`config.mk`:
```
export PLATFORM = sky130hd
export DESIGN_NAME = lpc_host_flat
export DESIGN_NICKNAME = d
export VERILOG_FILES = /design/src/rtl/lpc_host_if.sv /design/src/rtl/lpc_host.sv /design/src/flat_wrapper.sv
export SDC_FILE = /design/constraint.sdc
export NUM_CORES = 1
export LEC_CHECK = 0
export BUFFER_PORTS_ARGS = -buffer_cell sky130_fd_sc_hd__buf_2
export CAP_MARGIN = 25
export CELL_PAD_IN_SITES_DETAIL_PLACEMENT = 0
export CELL_PAD_IN_SITES_GLOBAL_PLACEMENT = 1
export CORE_UTILIZATION = 44
export DETAILED_ROUTE_END_ITERATION = 6
export GPL_ROUTABILITY_DRIVEN = 0
export PLACE_DENSITY_LB_ADDON = 0.08
export SYNTH_ARGS = -nofsm -noshare
export SYNTH_HDL_FRONTEND = slang
export SYNTH_SLANG_ARGS = --single-unit
```
`constraint.sdc`:
```
create_clock -name clk_i -period 4.19 [get_ports clk_i]
set_input_delay 0.6285 -clock clk_i [delete_from_list [all_inputs] [get_ports clk_i]]
set_output_delay 0.6285 -clock clk_i [all_outputs]
set_load 0.005 [all_outputs]
```
`src/rtl/lpc_host_if.sv`:
```
// Request/completion handshake and LPC pin signals shared by the host and its environment.
// master: the lpc_host itself; slave: the requester and bus-side peer.
interface lpc_host_if;
  logic        req_i;
  logic        req_tpm_i;
  logic        req_wr_i;
  logic [15:0] req_addr_i;
  logic [7:0]  req_data_i;
  logic        busy_o;
  logic        done_o;
  logic        err_o;
  logic [7:0]  rdata_o;
  logic        lframe_o;
  logic [3:0]  lad_o;
  logic        lad_oe_o;
  logic [3:0]  lad_i;

  modport master (
    input  req_i, req_tpm_i, req_wr_i, req_addr_i, req_data_i, lad_i,
    output busy_o, done_o, err_o, rdata_o, lframe_o, lad_o, lad_oe_o
  );

  modport slave (
    output req_i, req_tpm_i, req_wr_i, req_addr_i, req_data_i, lad_i,
    input  busy_o, done_o, err_o, rdata_o, lframe_o, lad_o, lad_oe_o
  );
endinterface

```
`src/rtl/lpc_host.sv`:
```
// LPC host: runs one TPM or I/O read/write cycle per accepted request, 13 bus cycles at zero wait.
// Pin outputs decode straight from the state register; done/err/rdata are registered at completion.
module lpc_host #(
  parameter int SYNC_NORESP_MAX = 3,
  parameter int WAIT_MAX        = 255
) (
  input  logic       clk_i,
  input  logic       nrst_i,
  lpc_host_if.master bus
);

  localparam int NW = ($clog2(SYNC_NORESP_MAX + 1) < 2) ? 2 : $clog2(SYNC_NORESP_MAX + 1);

  typedef enum logic [3:0] {
    S_IDLE, S_START, S_CYCTYPE, S_ADDR, S_WDATA,
    S_HTAR, S_SYNC, S_RDATA, S_PTAR, S_ABORT
  } state_t;

  state_t        state, state_nxt;
  logic [1:0]    ph;
  logic          tpm_q, wr_q;
  logic [15:0]   addr_q;
  logic [7:0]    data_q;
  logic [NW-1:0] noresp_cnt;
  logic [7:0]    wait_cnt;
  logic          sync_err;
  logic [7:0]    rdata_sh;
  logic          done_q, err_q;
  logic [7:0]    rdata_q;
  logic          lframe, lad_oe;
  logic [3:0]    lad;
  logic          accept, sync_end, sync_wait, noresp_hit, wait_hit, finishing;

  assign accept     = (state == S_IDLE) && bus.req_i;
  assign sync_end   = (bus.lad_i == 4'b0000) || (bus.lad_i == 4'b1010);
  assign sync_wait  = (bus.lad_i == 4'b0101) || (bus.lad_i == 4'b0110);
  // Limits are judged on the count including the cycle being sampled now
  assign noresp_hit = !sync_wait && ((int'(noresp_cnt) + 1) >= SYNC_NORESP_MAX);
  assign wait_hit   = (int'(wait_cnt) + 1) >= WAIT_MAX;
  assign finishing  = ((state == S_PTAR) || (state == S_ABORT)) && (state_nxt == S_IDLE);

  always_ff @(posedge clk_i) begin
    if (!nrst_i) begin
      state <= S_IDLE;
      ph    <= 2'd0;
    end else begin
      state <= state_nxt;
      ph    <= (state_nxt != state) ? 2'd0 : ph + 2'd1;
    end
  end

  always_comb begin
    state_nxt = state;
    lframe    = 1'b1;
    lad_oe    = 1'b0;
    lad       = 4'hF;
    case (state)
      S_IDLE: begin
        if (accept) state_nxt = S_START;
      end
      S_START: begin
        lframe    = 1'b0;
        lad_oe    = 1'b1;
        lad       = tpm_q ? 4'b0101 : 4'b0000;
        state_nxt = S_CYCTYPE;
      end
      S_CYCTYPE: begin
        lad_oe    = 1'b1;
        lad       = wr_q ? 4'b0010 : 4'b0000;
        state_nxt = S_ADDR;
      end
      S_ADDR: begin
        lad_oe = 1'b1;
        case (ph)
          2'd0:    lad = addr_q[15:12];
          2'd1:    lad = addr_q[11:8];
          2'd2:    lad = addr_q[7:4];
          default: lad = addr_q[3:0];
        endcase
        if (ph == 2'd3) state_nxt = wr_q ? S_WDATA : S_HTAR;
      end
      S_WDATA: begin
        lad_oe = 1'b1;
        lad    = ph[0] ? data_q[7:4] : data_q[3:0];
        if (ph == 2'd1) state_nxt = S_HTAR;
      end
      S_HTAR: begin
        lad_oe = (ph == 2'd0);
        if (ph == 2'd1) state_nxt = S_SYNC;
      end
      S_SYNC: begin
        if (sync_end)                    state_nxt = wr_q ? S_PTAR : S_RDATA;
        else if (noresp_hit || wait_hit) state_nxt = S_ABORT;
      end
      S_RDATA: begin
        if (ph == 2'd1) state_nxt = S_PTAR;
      end
      S_PTAR: begin
        if (ph == 2'd1) state_nxt = S_IDLE;
      end
      S_ABORT: begin
        lframe = 1'b0;
        lad_oe = 1'b1;
        if (ph == 2'd3) state_nxt = S_IDLE;
      end
      default: state_nxt = S_IDLE;
    endcase
  end

  always_ff @(posedge clk_i) begin
    if (!nrst_i) begin
      tpm_q      <= 1'b0;
      wr_q       <= 1'b0;
      addr_q     <= 16'h0000;
      data_q     <= 8'h00;
      noresp_cnt <= '0;
      wait_cnt   <= 8'd0;
      sync_err   <= 1'b0;
      rdata_sh   <= 8'h00;
      done_q     <= 1'b0;
      err_q      <= 1'b0;
      rdata_q    <= 8'h00;
    end else begin
      if (accept) begin
        tpm_q    <= bus.req_tpm_i;
        wr_q     <= bus.req_wr_i;
        addr_q   <= bus.req_addr_i;
        data_q   <= bus.req_data_i;
        sync_err <= 1'b0;
      end

      // Counters sit at zero outside SYNC, so they start clean on entry
      if (state == S_SYNC) begin
        wait_cnt   <= wait_cnt + 8'd1;
        noresp_cnt <= sync_wait ? '0 : noresp_cnt + 1'b1;
        if (bus.lad_i == 4'b1010) sync_err <= 1'b1;
      end else begin
        wait_cnt   <= 8'd0;
        noresp_cnt <= '0;
      end

      if (state == S_RDATA) begin
        if (ph == 2'd0) rdata_sh[3:0] <= bus.lad_i;
        else            rdata_sh[7:4] <= bus.lad_i;
      end

      done_q <= finishing;
      if (finishing) begin
        if (state == S_ABORT) begin
          err_q   <= 1'b1;
          rdata_q <= 8'hFF;
        end else begin
          err_q <= sync_err;
          if (!wr_q) rdata_q <= rdata_sh;
        end
      end
    end
  end

  assign bus.busy_o   = (state != S_IDLE);
  assign bus.done_o   = done_q;
  assign bus.err_o    = err_q;
  assign bus.rdata_o  = rdata_q;
  assign bus.lframe_o = lframe;
  assign bus.lad_o    = lad;
  assign bus.lad_oe_o = lad_oe;

endmodule

```
`src/flat_wrapper.sv`:
```
// flat-port wrapper written by rule: the top's interface ports become plain ports
module lpc_host_flat 
#(
  parameter int SYNC_NORESP_MAX = 3,
  parameter int WAIT_MAX        = 255
)
  (clk_i, nrst_i, bus_req_i, bus_req_tpm_i, bus_req_wr_i, bus_req_addr_i, bus_req_data_i, bus_lad_i, bus_busy_o, bus_done_o, bus_err_o, bus_rdata_o, bus_lframe_o, bus_lad_o, bus_lad_oe_o);
  lpc_host_if bus_i ();
  input  logic clk_i;
  input  logic nrst_i;
  input wire logic [$bits(bus_i.req_i)-1:0] bus_req_i;
  input wire logic [$bits(bus_i.req_tpm_i)-1:0] bus_req_tpm_i;
  input wire logic [$bits(bus_i.req_wr_i)-1:0] bus_req_wr_i;
  input wire logic [$bits(bus_i.req_addr_i)-1:0] bus_req_addr_i;
  input wire logic [$bits(bus_i.req_data_i)-1:0] bus_req_data_i;
  input wire logic [$bits(bus_i.lad_i)-1:0] bus_lad_i;
  output wire logic [$bits(bus_i.busy_o)-1:0] bus_busy_o;
  output wire logic [$bits(bus_i.done_o)-1:0] bus_done_o;
  output wire logic [$bits(bus_i.err_o)-1:0] bus_err_o;
  output wire logic [$bits(bus_i.rdata_o)-1:0] bus_rdata_o;
  output wire logic [$bits(bus_i.lframe_o)-1:0] bus_lframe_o;
  output wire logic [$bits(bus_i.lad_o)-1:0] bus_lad_o;
  output wire logic [$bits(bus_i.lad_oe_o)-1:0] bus_lad_oe_o;
  assign bus_i.req_i = bus_req_i;
  assign bus_i.req_tpm_i = bus_req_tpm_i;
  assign bus_i.req_wr_i = bus_req_wr_i;
  assign bus_i.req_addr_i = bus_req_addr_i;
  assign bus_i.req_data_i = bus_req_data_i;
  assign bus_i.lad_i = bus_lad_i;
  assign bus_busy_o = bus_i.busy_o;
  assign bus_done_o = bus_i.done_o;
  assign bus_err_o = bus_i.err_o;
  assign bus_rdata_o = bus_i.rdata_o;
  assign bus_lframe_o = bus_i.lframe_o;
  assign bus_lad_o = bus_i.lad_o;
  assign bus_lad_oe_o = bus_i.lad_oe_o;
  lpc_host #(.SYNC_NORESP_MAX(SYNC_NORESP_MAX), .WAIT_MAX(WAIT_MAX)) u_core (.clk_i(clk_i), .nrst_i(nrst_i), .bus(bus_i));
endmodule
```
==> results of run 1 <==
worst min-delay path, stage by stage (launching register included):
cell	delay [ns]
dfxtp_1	0.31
nand2_1	0.05
a21oi_1	0.05
cell type report:
class	count	area (sq um)	share of cell area
Multi-Input combinational cell	275	1531	0.4518
Sequential cell	61	1221	0.3603
Timing Repair Buffer	50	260.3	0.07678
Clock buffer	12	155.1	0.04577
Tap cell	77	96.34	0.02842
Clock inverter	3	68.82	0.02030
Inverter	15	56.30	0.01661
synth_stat cells (4+ instances only):
| cell | instances |
|---|---|
| dfxtp_1 | 61 |
| nor2_1 | 42 |
| o22ai_1 | 10 |
| nand3_1 | 9 |
| a222oi_1 | 4 |
| inv_1 | 14 |
| o21ai_0 | 11 |
| clkbuf_1 | 13 |
| mux2i_1 | 7 |
| o21a_1 | 5 |
| nand2b_1 | 4 |
| buf_2 | 8 |
| and3_1 | 5 |
| xor2_1 | 6 |
| nand4_1 | 5 |
| a21oi_1 | 41 |
| nand2_1 | 71 |
| ha_1 | 8 |
| nor3_1 | 10 |
logic make-up after synthesis:
kind of cell,after synthesis,share of synthesized area
AND/OR/NAND/NOR,157,0.2380
AO/OA/AOI/OAI,92,0.1953
flip-flops,61,0.4209
buffers and inverters,37,0.05131
multiplexers,10,0.03579
XOR/XNOR,8,0.02415
adder cells (fa/ha/maj),8,0.03450
path summary, 6_finish.rpt:
check             slack [ns]                                  to  cells after the start                     startpoint
setup / recovery        1.24                        bus_lad_o[1]                      9        u_core.ph[0]$_SDFF_PP0_
setup reg to reg        1.58  u_core.bus.rdata_o[0]$_SDFFE_PN0P_                      7        u_core.ph[0]$_SDFF_PP0_
hold / removal          0.46       u_core.data_q[6]$_SDFFE_PN0P_                      2  u_core.data_q[6]$_SDFFE_PN0P_
hold reg to reg         0.46       u_core.data_q[6]$_SDFFE_PN0P_                      2  u_core.data_q[6]$_SDFFE_PN0P_
state kept, by name, summed over array words and instances, names as in the netlist:
name,count
u_core.sync_err,1
u_core.noresp_cnt,2
u_core.data_q,8
u_core.bus.done_o,1
u_core.tpm_q,1
u_core.ph,2
u_core.bus.rdata_o,8
u_core.wait_cnt,8
u_core.bus.err_o,1
u_core.state,4
u_core.wr_q,1
u_core.addr_q,16
u_core.rdata_sh,8
per-layer routing:
layer  global-route usage  vias up
li1                     -     1381
met1               0.2999     1223
met2               0.3152       51
met3              0.06362       11
met4              0.08621        0
met5                    0        -
where the power goes:
| part | total, W | switching [W] | internal [W] |
|---|---|---|---|
| combinational | 0.000163 | 0.0000947 | 0.0000682 |
| sequential | 0.000629 | 0.0000261 | 0.000603 |
| clock | 0.000598 | 0.000232 | 0.000365 |
| total | 0.00139 | 0.000353 | 0.00104 |
per-stage QoR:
| stage | worst slack (ns) | utilization | power (W) |
|---|---|---|---|
| 6_report | 1.236 | 0.5338 | 0.001389 |
| 3_5_place_dp | 1.613 | 0.4985 | 0.0008049 |
| 2_1_floorplan | 1.930 | - | 0.0007440 |
| 5_1_grt | 0.9348 | 0.5338 | 0.001453 |
| 4_1_cts | 1.245 | 0.5338 | 0.001404 |
| 3_3_place_gp | 1.719 | 0.4962 | 0.0008007 |
==> results, run 1 <==
- For this run, the top clock speed supported by timing is 338.5 MHz.
- After detailed routing, the average wire length per cell comes to between 10 and 15 um.
- Detailed routing placed a total of 270 um of wire on met3.
- The share of synthesized area in the top cell type comes to 0.4209.
- Summed over all nets, the half-perimeter wirelength after detailed placement is about 5000 um.
- The signal on the critical path passes through inv_1 -> ha_1 -> a222oi_1 -> nor2_1 -> a21oi_1 -> nor2_1 -> o32ai_1 -> nand2_1 -> buf_2.
- The initial antenna violation count is 0.
- The number of warnings issued by yosys is 0.
- Leaving out fill and tap cells, the most frequent cell in the layout is nand2_1.
- The quantity of hold-fixing buffers added after cts is 0.
- The total clock sinks is 61.
- For this run, the register share of the synthesized area comes to 0.4209.
- The type of the worst min-delay path is flip-flop to flip-flop.
- The final count of negative-setup-slack endpoints is 0.
- Relative to the synthesized area, the layout overhead comes to 16.82%.
- The synthesized instance count is 373.
- The final layout contains routed wiring with a total length of 7126 um.
- The floorplan step set the die height to 83.21 um.
- In the final layout, the share of cells above drive strength 1 is 0.1635.
- For the pin with the worst max-slew slack, the measured transition is roughly 0.91 ns.
- The family with the most delay on the worst path is compound AO/OA/AOI/OAI gates.
- The post-route minimum period is between 2 and 3 ns.
- The final antenna diode count is 0.
- The worst setup path is launched from a flip-flop.
- The floorplan step defined a die boundary enclosing slightly below 7000 sq um.
- The design area is around 3400 sq um.
- The clock root buffer is clkbuf_8.
- The relative slew slack is 0.3947.
- The kind of end point of the critical path is an output pin.
- The CTS tree is built.
- The post-route antenna net violation count is 0.
- Clock-pin slew was measured on the worst setup and hold paths at 0.07 ns.
- Power spread over the standard cell area amounts to 409.9 nW/um^2.
- The post-cts sizing count is 0.
- The number of placed cells counting well taps is 478.
- For this run, the leading register cell type out of synthesis is dfxtp_1.
- For this block, the via count after detailed routing is 2666.
- The number of buffers created by CTS is 9.
- Data on the critical path is required at its endpoint by 3.56 ns.
- The average cell area after synthesis is between 7 and 8 sq um.
- The floorplan has 29 rows.
- The clock reaches the later pin of the worst-skew pair after 0.35 ns.
- The core region is 6350 sq um.
- The global-route wire length before repair is 11960 um.
- For this design the top-level I/O count stands at 50.
- The run finished with clean final reports.
- Yosys mapped a number of flops with a built-in enable equal to 0.
- Dividing the final minimum period by the clock period gives 0.7051.
- The netlist area before placement is 2902 sq um.
- In the final routing, the length of wire on met1 measures 3601 um.
- After detailed placement, the total cell area comes to 3166 sq um.
- Hold timing on the final database bottoms out at a slack of approximately 0.46 ns.
- Counting flops with an async set or reset pin after synthesis yields a share of 0.
- Ranked by total cell area, the synthesized netlist is headed by dfxtp_1 42%, nand2_1 9.2%, a21oi_1 7.1%.
- The finished layout holds about 490 standard cells, fillers aside.
- The reported leakage power is 1.396 nW.
- Setup repair after global routing left no endpoint under its margin.
- The largest total area in the synthesized netlist belongs to dfxtp_1.
- The via count of the first global-routing pass is 2468.
- The critical path in this run is classified as flip-flop to output pin.
- In this run, distinct cell masters in the synthesized netlist total 43.
- The critical path contains buffers and inverters numbering 2 combined.
- After detailed routing, no signal wire sits above met4.
- Once the clock tree was built, the setup fixing pass inserted 0 buffers.
- The count of state elements after synthesis is a little over 60.
- The starting density of the core is 0.4569.
- Clock skew on the completed layout was measured at 0.006273 ns.
- The worst vdd rail ir drop is around 0.40 mV.
- The synthesized netlist net count is 414.
- Entering global routing, the biggest net connects 47 pins.
- Summed over all failing endpoints, the final setup total negative slack is 0 ns.
- The port buffer count is 49.
- For this run, design rule violations remaining after detail routing come to 0.
- Max-cap violations in this run came to 0.
- The top cell types in the final layout, fill and taps aside, are 71 x nand2_1, 61 x dfxtp_1, 49 x buf_2.
- The met2 wire length is 3117 um.
- After global routing the overflow that remains totals 0.
- The arrival time of the worst setup path is roughly 2.3 ns.
- The combined global-route utilization of all metal layers is 0.2167.
- At the end of the flow, the number of nets in the layout was 453.
- The maximum root-to-sink buffer count is 2.
- The final-report max-slew violation count is 0.
- The die width is 83.21 um.
- Of all nets on the critical path, the largest fanout is 8.
- The total count of hold-check failures in the final report is 0.
- The count of filler cells inserted in the layout is 655.
- Before antenna repair, the detailed router went through 5 iterations.
- The number of DRC markers in iteration 0 is 113.
- The slowest stage of the critical path is the dfxtp_1 cell.
- The H-tree was split into 3 levels.
- The most frequent cell on the critical path is nor2_1.
- In this design, the stage delay of the slowest critical-path cell is 0.51 ns.
- The number of vias per cell after detailed routing is between 5 and 6.
No activity file was read; power rests on OpenSTA's default activity.
==> run 2, diff against run 1 <==
--- a/config.mk
+++ b/config.mk
@@ -9,7 +9,7 @@
 export CAP_MARGIN = 25
 export CELL_PAD_IN_SITES_DETAIL_PLACEMENT = 0
 export CELL_PAD_IN_SITES_GLOBAL_PLACEMENT = 1
-export CORE_UTILIZATION = 44
+export CORE_UTILIZATION = 37
 export DETAILED_ROUTE_END_ITERATION = 6
 export GPL_ROUTABILITY_DRIVEN = 0
 export PLACE_DENSITY_LB_ADDON = 0.08
==> constraint.sdc (replaced) <==
create_clock -name clk_i -period 2.5 [get_ports clk_i]
set_input_delay 0.375 -clock clk_i [delete_from_list [all_inputs] [get_ports clk_i]]
set_output_delay 0.375 -clock clk_i [all_outputs]
set_load 0.005 [all_outputs]
==> run 2 against run 1 <==
Global-route usage shrank 1.6 points. Via count grew 2.7%. Design area grew 5.9%. Worst setup slack lost 1.1 ns. Sequential cell count is the same. Hold slack lost 0.20 ns. Routed wire length grew 6.9%. Combinational power grew 99%. Critical path type unchanged. Largest cell class unchanged.
==> results, run 2 (synthesis results as in run 1) <==
- The global-route wire length before repair is 13100 um.
- The H-tree generated during clock tree synthesis spans 3 levels.
- The run finished with clean final reports.
- The fraction of final layout cells with drive strength greater than 1 is 0.2161.
- The most common cell after layout, fill and taps aside is nand2_1.
- The count of cells along the worst register-to-register path is 9.
- The arrival time of the worst setup path is a little under 2 ns.
- The count of filler cells inserted in the layout is 783.
- The post-layout net count is roughly 470.
- The clock arrives with about 0.0078 ns of skew.
- The clock insertion delay at the later pin of the skew report is 0.34 ns.
- The count of nets left with antenna violations once routing finished came out at 0.
- For the pin with the worst max-slew slack, the measured transition is ~0.61 ns.
- Counting along the longest clock path gives a buffer depth of 2.
- The worst hold path begins at bus_req_addr_i[7].
- The post-layout total power is 0.002366 W.
- Summing all flip-flop and latch instances after layout gives ~1200 sq um.
- The worst register-to-register path ends at u_core.ph[1]$_SDFF_PP0_.
- The critical path contains buffers and inverters numbering 2 combined.
- The setup slack of the worst register-to-register path is 0.33 ns.
- On the critical path, the stage with the largest delay is an instance of dfxtp_4.
- In this run, CTS created clock tree buffers numbering 9.
- The worst vdd rail ir drop is 0.3277 mV.
- The largest driver fanout on the critical path is 6.
- The kind of cell with the highest combined delay along the critical path is compound AO/OA/AOI/OAI gates.
- Row generation in the floorplan step produced 31 rows.
- The fraction of power spent switching nets is 0.2713.
- The maximum clock frequency is 425.5 MHz.
- The analysis attributes to net switching a power of 0.0006418 W.
- The data required time at the worst endpoint is between 2 and 2.5 ns.
- Summing all multi-input logic gate instances after layout gives 1559 sq um.
- The design area is 3591 sq um.
- The clock slew at the register clock pins of the worst setup and hold paths is around 0.08 ns.
- STA classifies the critical path endpoint as an output pin.
- The number of primary I/O pins is 50.
- The area of the core is 7408 sq um.
- The clock root buffer is clkbuf_8.
- In the routed layout, each cell is associated on average with a via count of 5.127.
- After layout, the minimum clock period comes to 2.350 ns.
- Compared with the post-synthesis result, the final layout area differs by 23.76%.
- The total clock sinks is 61.
- The startpoint of the lowest-slack register-to-register path is u_core.ph[0]$_SDFF_PP0_.
- The overall routed net length is 7620 um.
- The largest net degree at the start of global routing is 33.
- After detailed placement, the total cell area comes to approximately 3300 sq um.
- The CTS tree is built.
- The area of the die is 8200 sq um.
- The number of DRC markers in iteration 0 is between 100 and 150.
- The most frequent cell on the critical path is nor2_1.
- In the layout the commonest cells are 71 x nand2_1, 59 x dfxtp_1, 49 x buf_2.
- The via count of the first global-routing pass came to 2660.
- The register with the highest flop count is u_core.addr_q.
- The combined global-route utilization of all metal layers is 0.2004.
- For this design, the CTS-stage hold fixing added 0 buffers.
- The height of the chip is ~90 um.
- The flip-flop count of the largest register, all copies and words added is 16.
- Dividing the final minimum period by the clock period gives 0.9401.
- Setup repair after global routing could not meet its margin everywhere.
- The number of antenna diodes in the final layout is 0.
- Of the total power, the clock network draws 0.421.
- The final route contains roughly 2700 vias.
- The final-report max-slew violation count was 0.
- The worst setup path is launched from a flip-flop.
- The leftover overflow at the end of global routing is 0.
- The count of buffers added on input and output ports is 49.
- The initial utilization of the core area, before any placement, comes to 0.3917.
- Measured on the finished design, the core utilization comes to 0.4847.
- The reported leakage power is 1.489 nW.
- Max-cap violations in this run came to 0.
- The die width is 90.56 um.
- The endpoint of the worst hold path is u_core.addr_q[7]$_SDFFE_PN0P_.
- The total count of hold-check failures in the final report is 0.
- The detailed placer's ending HPWL is 5548 um.
- The type of the worst min-delay path is input pin to flip-flop.
- Along the worst hold path, the cell count comes to 3.
- Adding up every negative setup slack in the final design gives 0 ns.
- The number of remaining DRC errors is 0.
- The first TritonRoute pass finished after 4 iterations.
- The cell internal power dissipation is between 0.0015 and 0.002 W.
- The share of power burned in combinational logic is 0.137.
- The relative slew slack is 0.5946.
- Of the total power, registers draw 0.442.
- The mean routed wirelength per cell is 14.27 um.
- The stage delay of the slowest cell on the critical path is 0.41 ns.
- The setup path with the least slack is of type flip-flop to output pin.
- The signal on the critical path passes through inv_4 -> ha_4 -> a222oi_1 -> nor2_1 -> a21oi_1 -> nor2_1 -> o32ai_1 -> nand2_1 -> buf_2.
- The initial antenna violation count is 0.
- Power spread over the standard cell area amounts to 658.9 nW/um^2.
- Hold timing on the final database bottoms out at a slack of 0.2632 ns.
- The final count of negative-setup-slack endpoints is 0.
[run 2: cell type report]
class / count / share of cell area
clock buffer: 10 / 0.03554
sequential: 61 / 0.3415
timing repair buffer: 68 / 0.1115
clock inverter: 6 / 0.02648
multi-input combinational: 275 / 0.4341
inverter: 15 / 0.01638
tap: 99 / 0.03449
[run 2: worst reg2reg max path, delay by kind of cell (launching register included)]
kind,cells,cell delay (ns)
AO/OA/AOI/OAI,3,0.81
flip-flops,1,0.38
AND/OR/NAND/NOR,3,0.38
buffers and inverters,2,0.32
adder cells (fa/ha/maj),1,0.23
[run 2: through the flow]
step | setup WS [ns] | cells
2_1_floorplan | 0.4935 | 373
3_3_place_gp | 0.3001 | 516
3_5_place_dp | 0.2393 | 516
4_1_cts | 0.02711 | 532
5_1_grt | -0.01028 | 534
6_report | 0.1498 | 534
[run 2: how the worst max path moves through the flow]
| stage | startpoint | end | slack [ns] | cells past startpoint |
|---|---|---|---|---|
| final | u_core.ph[0]$_SDFF_PP0_ | bus_lad_o[1] | 0.15 | 9 |
| after global routing | u_core.ph[0]$_SDFF_PP0_ | bus_lad_o[1] | -0.01 | 9 |
| after CTS | u_core.ph[1]$_SDFF_PP0_ | bus_lad_o[1] | 0.03 | 9 |
| after detailed placement | u_core.ph[0]$_SDFF_PP0_ | bus_lad_o[1] | 0.24 | 9 |
| after global placement | u_core.ph[0]$_SDFF_PP0_ | bus_lad_o[1] | 0.30 | 9 |
| after floorplan | u_core.ph[0]$_SDFF_PP0_ | bus_lad_o[1] | 0.49 | 8 |
[run 2: repair_timing]
item | in CTS | in global routing
gates cloned | 0 | 0
pin swaps | 1 | 1
endpoints found under the setup margin | 2 | 2
gates resized for setup | 3 | 8
buffers inserted | 0 | 2
[run 2: per-layer routing]
| metal | wire (um) | track usage | vias to the layer above |
|---|---|---|---|
| li1 | - | - | 1415 |
| met1 | 3848 | 0.2730 | 1261 |
| met2 | 3408 | 0.3081 | 56 |
| met3 | 292 | 0.05135 | 6 |
| met4 | 71 | 0.06317 | 0 |
| met5 | 0 | 0 | - |
[run 2: power groups by stage]
stage	combinational [W]	clock, W	sequential, W
finish	0.000324	0.000997	0.00105
detailed placement	0.000308	0	0.00107
CTS	0.000310	0.00103	0.00104
floorplan	0.000199	0	0.00105
global route	0.000368	0.00107	0.00105
global placement	0.000307	0	0.00107
